### config.mk
export PLATFORM = sky130hd
export DESIGN_NAME = dbg_snapshot_streamer_flat
export DESIGN_NICKNAME = d
export VERILOG_FILES = /design/src/rtl/dbg_snap_pkg.sv /design/src/rtl/dbg_snapshot_streamer_if.sv /design/src/rtl/dbg_ack_filter.sv /design/src/rtl/dbg_snapshot_streamer.sv /design/src/flat_wrapper.sv
export SDC_FILE = /design/constraint.sdc
export NUM_CORES = 1
export LEC_CHECK = 0
export CORE_ASPECT_RATIO = 0.9
export CORE_UTILIZATION = 35
export DETAILED_ROUTE_END_ITERATION = 7
export PLACE_DENSITY = 0.56
export SETUP_SLACK_MARGIN = 0.4
export SLEW_MARGIN = 40
export SYNTH_ARGS = -nofsm -noshare
export SYNTH_HDL_FRONTEND = slang
export SYNTH_SLANG_ARGS = --single-unit
export TNS_END_PERCENT = 1
### constraint.sdc
create_clock -name clk -period 25.2 [get_ports clk]
set_input_delay 5.04 -clock clk [delete_from_list [all_inputs] [get_ports clk]]
set_output_delay 5.04 -clock clk [all_outputs]
set_load 0.02 [all_outputs]
### src/rtl/dbg_snap_pkg.sv
// -----------------------------------------------------------------------------
// dbg_snap_pkg
// Shared types and constants for the debug snapshot streamer: FSM state
// encoding, word/acknowledge widths, the end-of-sequence acknowledge code
// and the helper that maps a word index to its acknowledge code.
// No ports (package).
// -----------------------------------------------------------------------------
package dbg_snap_pkg;

    localparam int WORD_W    = 16;   // width of one streamed word
    localparam int ADDR_W    = 4;    // width of the monitor acknowledge code
    localparam int MAX_WORDS = 15;   // codes 1..15 acknowledge words, 0 ends

    localparam logic [ADDR_W-1:0] END_ACK = 4'h0;

    typedef enum logic [2:0] {
        ST_IDLE,
        ST_CAPTURE,
        ST_PRESENT,
        ST_WAIT_ACK,
        ST_DONE
    } state_t;

    // Word idx is acknowledged by code idx+1 so that a leftover END_ACK (0)
    // can never be mistaken for the acknowledge of word 0.
    function automatic logic [ADDR_W-1:0] word_ack_code(input logic [ADDR_W-1:0] idx);
        return idx + 4'd1;
    endfunction

endpackage

### src/rtl/dbg_snapshot_streamer_if.sv
// -----------------------------------------------------------------------------
// dbg_snapshot_streamer_if
// Debug PIO link between the snapshot streamer (master) and the monitor's
// Nios-side debug port (slave).
//   dbg_data   [15:0] master->slave  word currently presented
//   dbg_we            master->slave  high while a valid word is presented
//   dbg_clock         master->slave  toggles once per newly presented word
//   dbg_end_sq        master->slave  sequence complete (or aborted)
//   dbg_addr   [3:0]  slave->master  acknowledge code written by firmware
// -----------------------------------------------------------------------------
interface dbg_snapshot_streamer_if;
    import dbg_snap_pkg::*;

    logic [WORD_W-1:0] dbg_data;
    logic              dbg_we;
    logic              dbg_clock;
    logic              dbg_end_sq;
    logic [ADDR_W-1:0] dbg_addr;

    modport master (
        output dbg_data,
        output dbg_we,
        output dbg_clock,
        output dbg_end_sq,
        input  dbg_addr
    );

    modport slave (
        input  dbg_data,
        input  dbg_we,
        input  dbg_clock,
        input  dbg_end_sq,
        output dbg_addr
    );

endinterface

### src/rtl/dbg_ack_filter.sv
// -----------------------------------------------------------------------------
// dbg_ack_filter
// Two-sample acknowledge filter. The monitor updates its 4-bit PIO with
// software writes whose bits may settle on different edges, so a code only
// counts once it has been seen on two consecutive clk edges.
//   clk       in       system clock
//   reset     in       asynchronous, active-high reset
//   addr      in  [3:0] raw acknowledge code from the monitor
//   expected  in  [3:0] code that would acknowledge the current step
//   ack_ok    out       current and previous samples both equal expected
// -----------------------------------------------------------------------------
module dbg_ack_filter
    import dbg_snap_pkg::*;
(
    input  logic              clk,
    input  logic              reset,
    input  logic [ADDR_W-1:0] addr,
    input  logic [ADDR_W-1:0] expected,
    output logic              ack_ok
);

    logic [ADDR_W-1:0] addr_prev;

    // NOTE: sequential state is updated with non-blocking assignments so every
    // register samples pre-edge values regardless of process ordering.
    always_ff @(posedge clk or posedge reset) begin
        if (reset) begin
            addr_prev <= END_ACK;
        end else begin
            addr_prev <= addr;
        end
    end

    // The current sample is the live input as seen at the consuming edge; the
    // previous one is the value captured on the edge before it. ack_ok only
    // feeds next-state logic, so no output of the streamer becomes
    // combinational in dbg_addr.
    assign ack_ok = (addr == expected) && (addr_prev == expected);

endmodule

### src/rtl/dbg_snapshot_streamer.sv
// -----------------------------------------------------------------------------
// dbg_snapshot_streamer
// Captures NWORDS x 16-bit words of CPU state on request and streams them one
// at a time into the monitor's debug PIO, waiting for a filtered per-word
// acknowledge from firmware before advancing.
// Parameters:
//   NWORDS   words per snapshot (1..15)
//   TIMEOUT  acknowledge watchdog in clk cycles (watchdog builds only)
// Ports:
//   clk           in   system clock (shared with the monitor)
//   reset         in   asynchronous, active-high reset
//   snap_req      in   single-cycle snapshot request (ignored unless idle)
//   snap_bus      in   CPU state, word i at [16*i+15:16*i]
//   dbg           master modport of dbg_snapshot_streamer_if
//   busy          out  high in every state except IDLE
//   timeout_flag  out  sticky watchdog abort indication
// Build option:
//   DBG_SNAP_TIMEOUT_EN  when defined, a watchdog aborts a sequence that waits
//                        TIMEOUT cycles in WAIT_ACK or DONE; otherwise those
//                        states wait indefinitely and timeout_flag is 0.
// -----------------------------------------------------------------------------
module dbg_snapshot_streamer
    import dbg_snap_pkg::*;
#(
    parameter int NWORDS  = 12,
    parameter int TIMEOUT = 50_000_000
) (
    input  logic                     clk,
    input  logic                     reset,
    input  logic                     snap_req,
    input  logic [WORD_W*NWORDS-1:0] snap_bus,
    dbg_snapshot_streamer_if.master  dbg,
    output logic                     busy,
    output logic                     timeout_flag
);

    if (NWORDS < 1 || NWORDS > MAX_WORDS) begin : g_bad_nwords
        $error("dbg_snapshot_streamer: NWORDS must be within 1..15");
    end
    if (TIMEOUT < 2) begin : g_bad_timeout
        $error("dbg_snapshot_streamer: TIMEOUT must be at least 2");
    end

    localparam logic [ADDR_W-1:0] LAST_IDX = ADDR_W'(NWORDS - 1);

    state_t            state, state_next;
    logic [ADDR_W-1:0] idx, idx_next;
    logic [WORD_W-1:0] data_q, data_next;
    logic              we_q, we_next;
    logic              clock_q, clock_next;
    logic              end_q, end_next;
    logic              capture_en;

    logic [ADDR_W-1:0] ack_code;
    logic              ack_ok;
    logic              timeout_hit;
    logic              abort;

    logic [WORD_W-1:0] snap_buf [NWORDS];

    // ------------------------------------------------------------------
    // Acknowledge filter: DONE waits for the end code, WAIT_ACK for idx+1.
    // ------------------------------------------------------------------
    assign ack_code = (state == ST_DONE) ? END_ACK : word_ack_code(idx);

    dbg_ack_filter u_ack_filter (
        .clk      (clk),
        .reset    (reset),
        .addr     (dbg.dbg_addr),
        .expected (ack_code),
        .ack_ok   (ack_ok)
    );

    // An acknowledge landing on the same edge as the watchdog wins.
    assign abort = timeout_hit & ~ack_ok;

    // ------------------------------------------------------------------
    // Next-state and next-output logic.
    // ------------------------------------------------------------------
    // NOTE: every signal written here gets its default first, so no path
    // through the case leaves one unassigned and no latch is inferred.
    always_comb begin
        state_next = state;
        idx_next   = idx;
        data_next  = data_q;
        we_next    = we_q;
        clock_next = clock_q;
        end_next   = end_q;
        capture_en = 1'b0;

        unique case (state)
            ST_IDLE: begin
                if (snap_req) begin
                    state_next = ST_CAPTURE;
                end
            end

            ST_CAPTURE: begin
                capture_en = 1'b1;
                idx_next   = '0;
                state_next = ST_PRESENT;
            end

            ST_PRESENT: begin
                data_next  = snap_buf[idx];
                we_next    = 1'b1;
                clock_next = ~clock_q;
                state_next = ST_WAIT_ACK;
            end

            ST_WAIT_ACK: begin
                if (ack_ok) begin
                    if (idx != LAST_IDX) begin
                        idx_next   = idx + 4'd1;
                        state_next = ST_PRESENT;
                    end else begin
                        we_next    = 1'b0;
                        end_next   = 1'b1;
                        state_next = ST_DONE;
                    end
                end else if (abort) begin
                    we_next    = 1'b0;
                    end_next   = 1'b0;
                    state_next = ST_IDLE;
                end
            end

            ST_DONE: begin
                if (ack_ok) begin
                    end_next   = 1'b0;
                    state_next = ST_IDLE;
                end else if (abort) begin
                    we_next    = 1'b0;
                    end_next   = 1'b0;
                    state_next = ST_IDLE;
                end
            end

            default: begin
                state_next = ST_IDLE;
            end
        endcase
    end

    // ------------------------------------------------------------------
    // State and output registers. busy is derived from the next state so it
    // is registered yet still equals (state != IDLE) every cycle.
    // ------------------------------------------------------------------
    always_ff @(posedge clk or posedge reset) begin
        if (reset) begin
            state   <= ST_IDLE;
            idx     <= '0;
            data_q  <= '0;
            we_q    <= 1'b0;
            clock_q <= 1'b0;
            end_q   <= 1'b0;
            busy    <= 1'b0;
        end else begin
            state   <= state_next;
            idx     <= idx_next;
            data_q  <= data_next;
            we_q    <= we_next;
            clock_q <= clock_next;
            end_q   <= end_next;
            busy    <= (state_next != ST_IDLE);
        end
    end

    // NOTE: the snapshot buffer has no reset; it is always written by CAPTURE
    // before PRESENT reads it, and leaving it unreset lets it map to plain
    // flops or RAM without a reset tree.
    always_ff @(posedge clk) begin
        if (capture_en) begin
            for (int i = 0; i < NWORDS; i++) begin
                snap_buf[i] <= snap_bus[i*WORD_W +: WORD_W];
            end
        end
    end

    assign dbg.dbg_data   = data_q;
    assign dbg.dbg_we     = we_q;
    assign dbg.dbg_clock  = clock_q;
    assign dbg.dbg_end_sq = end_q;

    // ------------------------------------------------------------------
    // Optional acknowledge watchdog.
    // ------------------------------------------------------------------
`ifdef DBG_SNAP_TIMEOUT_EN
    localparam int CNT_W = (TIMEOUT > 2) ? $clog2(TIMEOUT) : 1;

    logic [CNT_W-1:0] wd_cnt;
    logic             flag_q;
    logic             waiting;

    assign waiting = (state == ST_WAIT_ACK) || (state == ST_DONE);

    // Restarts on every state change, so each word and the final DONE wait
    // each get a full TIMEOUT window.
    always_ff @(posedge clk or posedge reset) begin
        if (reset) begin
            wd_cnt <= '0;
        end else if (state_next != state) begin
            wd_cnt <= '0;
        end else if (waiting) begin
            wd_cnt <= wd_cnt + 1'b1;
        end else begin
            wd_cnt <= '0;
        end
    end

    assign timeout_hit = waiting && (wd_cnt == CNT_W'(TIMEOUT - 1));

    always_ff @(posedge clk or posedge reset) begin
        if (reset) begin
            flag_q <= 1'b0;
        end else if (abort) begin
            flag_q <= 1'b1;
        end
    end

    assign timeout_flag = flag_q;
`else
    assign timeout_hit  = 1'b0;
    assign timeout_flag = 1'b0;
`endif

endmodule

### src/flat_wrapper.sv
// flat-port wrapper written by rule: the top's interface ports become plain ports
module dbg_snapshot_streamer_flat import dbg_snap_pkg::*;
#(
    parameter int NWORDS  = 12,
    parameter int TIMEOUT = 50_000_000
)
  (clk, reset, snap_req, snap_bus, busy, timeout_flag, dbg_dbg_data, dbg_dbg_we, dbg_dbg_clock, dbg_dbg_end_sq, dbg_dbg_addr);
  dbg_snapshot_streamer_if dbg_i ();
  input  logic clk;
  input  logic reset;
  input  logic snap_req;
  input  logic [WORD_W*NWORDS-1:0] snap_bus;
  output logic busy;
  output logic timeout_flag;
  output wire logic [$bits(dbg_i.dbg_data)-1:0] dbg_dbg_data;
  output wire logic [$bits(dbg_i.dbg_we)-1:0] dbg_dbg_we;
  output wire logic [$bits(dbg_i.dbg_clock)-1:0] dbg_dbg_clock;
  output wire logic [$bits(dbg_i.dbg_end_sq)-1:0] dbg_dbg_end_sq;
  input wire logic [$bits(dbg_i.dbg_addr)-1:0] dbg_dbg_addr;
  assign dbg_dbg_data = dbg_i.dbg_data;
  assign dbg_dbg_we = dbg_i.dbg_we;
  assign dbg_dbg_clock = dbg_i.dbg_clock;
  assign dbg_dbg_end_sq = dbg_i.dbg_end_sq;
  assign dbg_i.dbg_addr = dbg_dbg_addr;
  dbg_snapshot_streamer #(.NWORDS(NWORDS), .TIMEOUT(TIMEOUT)) u_core (.clk(clk), .reset(reset), .snap_req(snap_req), .snap_bus(snap_bus), .dbg(dbg_i), .busy(busy), .timeout_flag(timeout_flag));
endmodule
==> results.sh <==
export IMPL_outcome="complete, no violations"
export IMPL_gp_congestion=0.7626
export IMPL_clockRootBuffer="clkbuf_16"
export IMPL_syn_inst=440
export IMPL_ys_seq_area_frac=0.7623
export IMPL_path_cells="clkdlybuf4s50_1 -> a211o_1 -> a222oi_1 -> buf_1 -> and2_0 -> a32oi_1"
export IMPL_htree_levels=1
export IMPL_highest_layer="met5"
export IMPL_p_leak_nw=4.041
export IMPL_cp_depth=6
export IMPL_start_util=0.3625
export IMPL_powerDensity_nw_per_um2=89.12
export IMPL_row_count=53
export IMPL_final_common_cell="clkdlybuf4s50_1"
export IMPL_area_delta_synth_final_pct=38.60
export IMPL_peakVddDrop_mv=0.05866
export IMPL_critPathMaxStageDelay_ns=0.51
export IMPL_finish_instance_area_sq_um=11890
export IMPL_worstHoldPathCells=2
export IMPL_drc=0
export IMPL_fillers=1981
export IMPL_slew_violations=0
export IMPL_path_clk_slew_ns=0.06
export IMPL_min_path_type="flip-flop to flip-flop"
export IMPL_p_clk_frac=0.329
export IMPL_ctsHoldBuffers=0
export IMPL_crit_fanout=8
export IMPL_reg2reg_setup_slack_ns=21.94
export IMPL_cp_arrival_ns=7.25
export IMPL_placed_area_sq_um=11110
export IMPL_diodes=0
export IMPL_wl_met1_mm=7.824
export IMPL_crit_required_ns=25.57
export IMPL_swShare=0.2779
export IMPL_ys_warn_count=0
export IMPL_hold_viol_final=0
export IMPL_cts_repair_resized=0
export IMPL_cts_setup_buffers=0
export IMPL_drt_iter0_markers=248
export IMPL_power_frac_comb=0.255
export IMPL_cpMaxStageDelayCell="a222oi_1"
export IMPL_post_route_min_period_ns=6.881
export IMPL_reg2reg_from="u_core.state[2]"
export IMPL_grt_pass1_vias=5271
export IMPL_layout_drive_gt1_share=0.1416
export IMPL_vias=4823
export IMPL_fin_crit_sh=0.2731
export IMPL_rsz0062_at_grt="no"
export IMPL_switchingPower_w=0.0002946
export IMPL_hold_ws_ns=0.4791
export IMPL_setup_viol=0
export IMPL_core_sq_um=23670
export IMPL_synth_edf_count=192
export IMPL_dr_wl_met2_mm=9.904
export IMPL_ioPinCount=220
export IMPL_finalNetCount=867
export IMPL_post_place_ws_ns=17.89
export IMPL_cts_tree="yes"
export IMPL_r2r_end="u_core.snap_buf[11][1]"
export IMPL_final_util=0.5024
export IMPL_die_h_um=150.5
export IMPL_synth_fp_nets=640
export IMPL_syn_mean_instance_area_sq_um=19.50
export IMPL_synth_seq_cells=223
export IMPL_internal_power_w=0.0007653
export IMPL_clock_latency_ns=0.52
export IMPL_fin_ws_ns=18.32
export IMPL_grt_max_degree=89
export IMPL_max_slew_margin_rel=0.4442
export IMPL_wl_per_cell_um=19.97
export IMPL_synthFlopType="edfxtp_1"
export IMPL_finalClockSkew_ns=0.01056
export IMPL_die_area_sq_um=25150
export IMPL_grt_overflow=0
export IMPL_synthArstFlopShare=0.1390
export IMPL_holdPathEnd="u_core.dbg.dbg_data[15]"
export IMPL_worst_pin_slew_ns=0.8337
export IMPL_max_freq_mhz=145.3
export IMPL_io_buffer_count=218
export IMPL_clkSinkCount=223
export IMPL_drtAntennaViolNets=0
export IMPL_reg2regPathDepth=4
export IMPL_end_kind="flip-flop"
export IMPL_cts_max_path_buffers=3
export IMPL_crit_type="input pin to flip-flop"
export IMPL_cp_num_buf_inv=2
export IMPL_yosysUniqueCellTypes=44
export IMPL_final_cell_mix="clkdlybuf4s50_1 (218), edfxtp_1 (192), mux4_2 (48)"
export IMPL_synth_area_sq_um=8581
export IMPL_start_kind="input pin"
export IMPL_die_width_um=167.0
export IMPL_setup_tns_ns=0
export IMPL_drtPass1Iterations=4
export IMPL_via_per_inst=4.887
export IMPL_hold_path_startpoint="u_core.dbg.dbg_data[15]"
export IMPL_max_cap_violations=0
export IMPL_antenna_found_initial=1
export IMPL_dp_hpwl_mm=13.43
export IMPL_grt_pass1_wl_mm=29.81
export IMPL_routed_wl_met3_mm=1.534
export IMPL_cpLargestDelayFamily="compound AO/OA/AOI/OAI gates"
export IMPL_wirelength_mm=19.71
export IMPL_p_seq_frac=0.416
export IMPL_cts_buffers=25
export IMPL_track_usage=0.1573
-- sequential cells by signal (all words and copies together) (netlist names) --
signal                         count
u_core.dbg.dbg_data               16
u_core.dbg.dbg_clock               1
u_core.snap_buf                  192
u_core.u_ack_filter.addr_prev      4
u_core.busy                        1
u_core.dbg.dbg_we                  1
u_core.idx                         4
u_core.dbg.dbg_end_sq              1
u_core.state                       3
-- metal layers --
metal | track usage | up-vias
li1 | - | 2225
met1 | 0.1882 | 2380
met2 | 0.2730 | 183
met3 | 0.04968 | 33
met4 | 0.04583 | 2
met5 | 0 | -
-- synth_stat cells, drive strengths merged (2+ instances only) --
library cell	count	share of area
edfxtp	192	0.67
inv	2	0.00088
nor3b	4	0.0035
mux2i	17	0.020
a31o	2	0.0020
a211o	2	0.0020
nand2	21	0.0092
nand4	5	0.0036
dfrtp	31	0.090
nor2	23	0.010
mux4	48	0.13
and2	2	0.0015
a21oi	17	0.0099
o21ai	21	0.012
a31oi	2	0.0015
nand3	2	0.0012
buf	10	0.0063
nand2b	2	0.0015
clkbuf	16	0.0070
-- power groups by stage --
stage	combinational, W	sequential [W]	clock [W]
4_1_cts	0.000277	0.000442	0.000358
5_1_grt	0.000292	0.000445	0.000373
3_3_place_gp	0.000273	0.000449	0
6_report	0.000270	0.000441	0.000349
2_1_floorplan	0.000156	0.000454	0
3_5_place_dp	0.000277	0.000450	0
-- worst max path at each step --
stage | from | endpoint | slack [ns]
6_report | dbg_dbg_addr[2] | u_core.dbg.dbg_we | 18.32
5_1_grt | dbg_dbg_addr[2] | u_core.dbg.dbg_we | 18.28
4_1_cts | dbg_dbg_addr[2] | u_core.dbg.dbg_we | 18.43
3_5_place_dp | dbg_dbg_addr[2] | u_core.dbg.dbg_we | 17.89
3_3_place_gp | dbg_dbg_addr[2] | u_core.dbg.dbg_we | 17.86
2_1_floorplan | u_core.state[2] | u_core.snap_buf[0][0] | 15.83
-- per-stage QoR --
stage | std cells | total power (W)
after global placement | 941 | 0.0007222
after global routing | 987 | 0.001110
after floorplan | 440 | 0.0006102
final | 987 | 0.001060
after detailed placement | 942 | 0.0007264
after CTS | 987 | 0.001078
-- area by class of cell --
type / count / area (sq um) / share of cell area
flip-flops and latches: 223 / 6546 / 0.5504
repair buffers: 226 / 2246 / 0.1888
multi-input cells: 189 / 1928 / 0.1621
clock buffers: 29 / 640.6 / 0.05387
well taps: 302 / 377.9 / 0.03177
clock inverters: 16 / 146.4 / 0.01231
inverters: 2 / 7.507 / 0.0006312
-- worst register-to-register path: stages, from the launching register on --
cell	delay (ns)
dfrtp_1	0.45
nand2b_1	0.31
nor2_4	0.65
buf_6	0.64
buf_6	0.73
-- cells by family after synthesis --
group | Yosys count | share of synthesized area
AND/OR/NAND/NOR | 68 | 0.03792
adder cells (fa/ha/maj) | 1 | 0.001458
buffers and inverters | 28 | 0.01414
XOR/XNOR | 2 | 0.002042
multiplexers | 65 | 0.1458
flip-flops | 223 | 0.7623
AO/OA/AOI/OAI | 52 | 0.03587
other | 1 | 0.0004370
(Power assumes the default switching activity.)
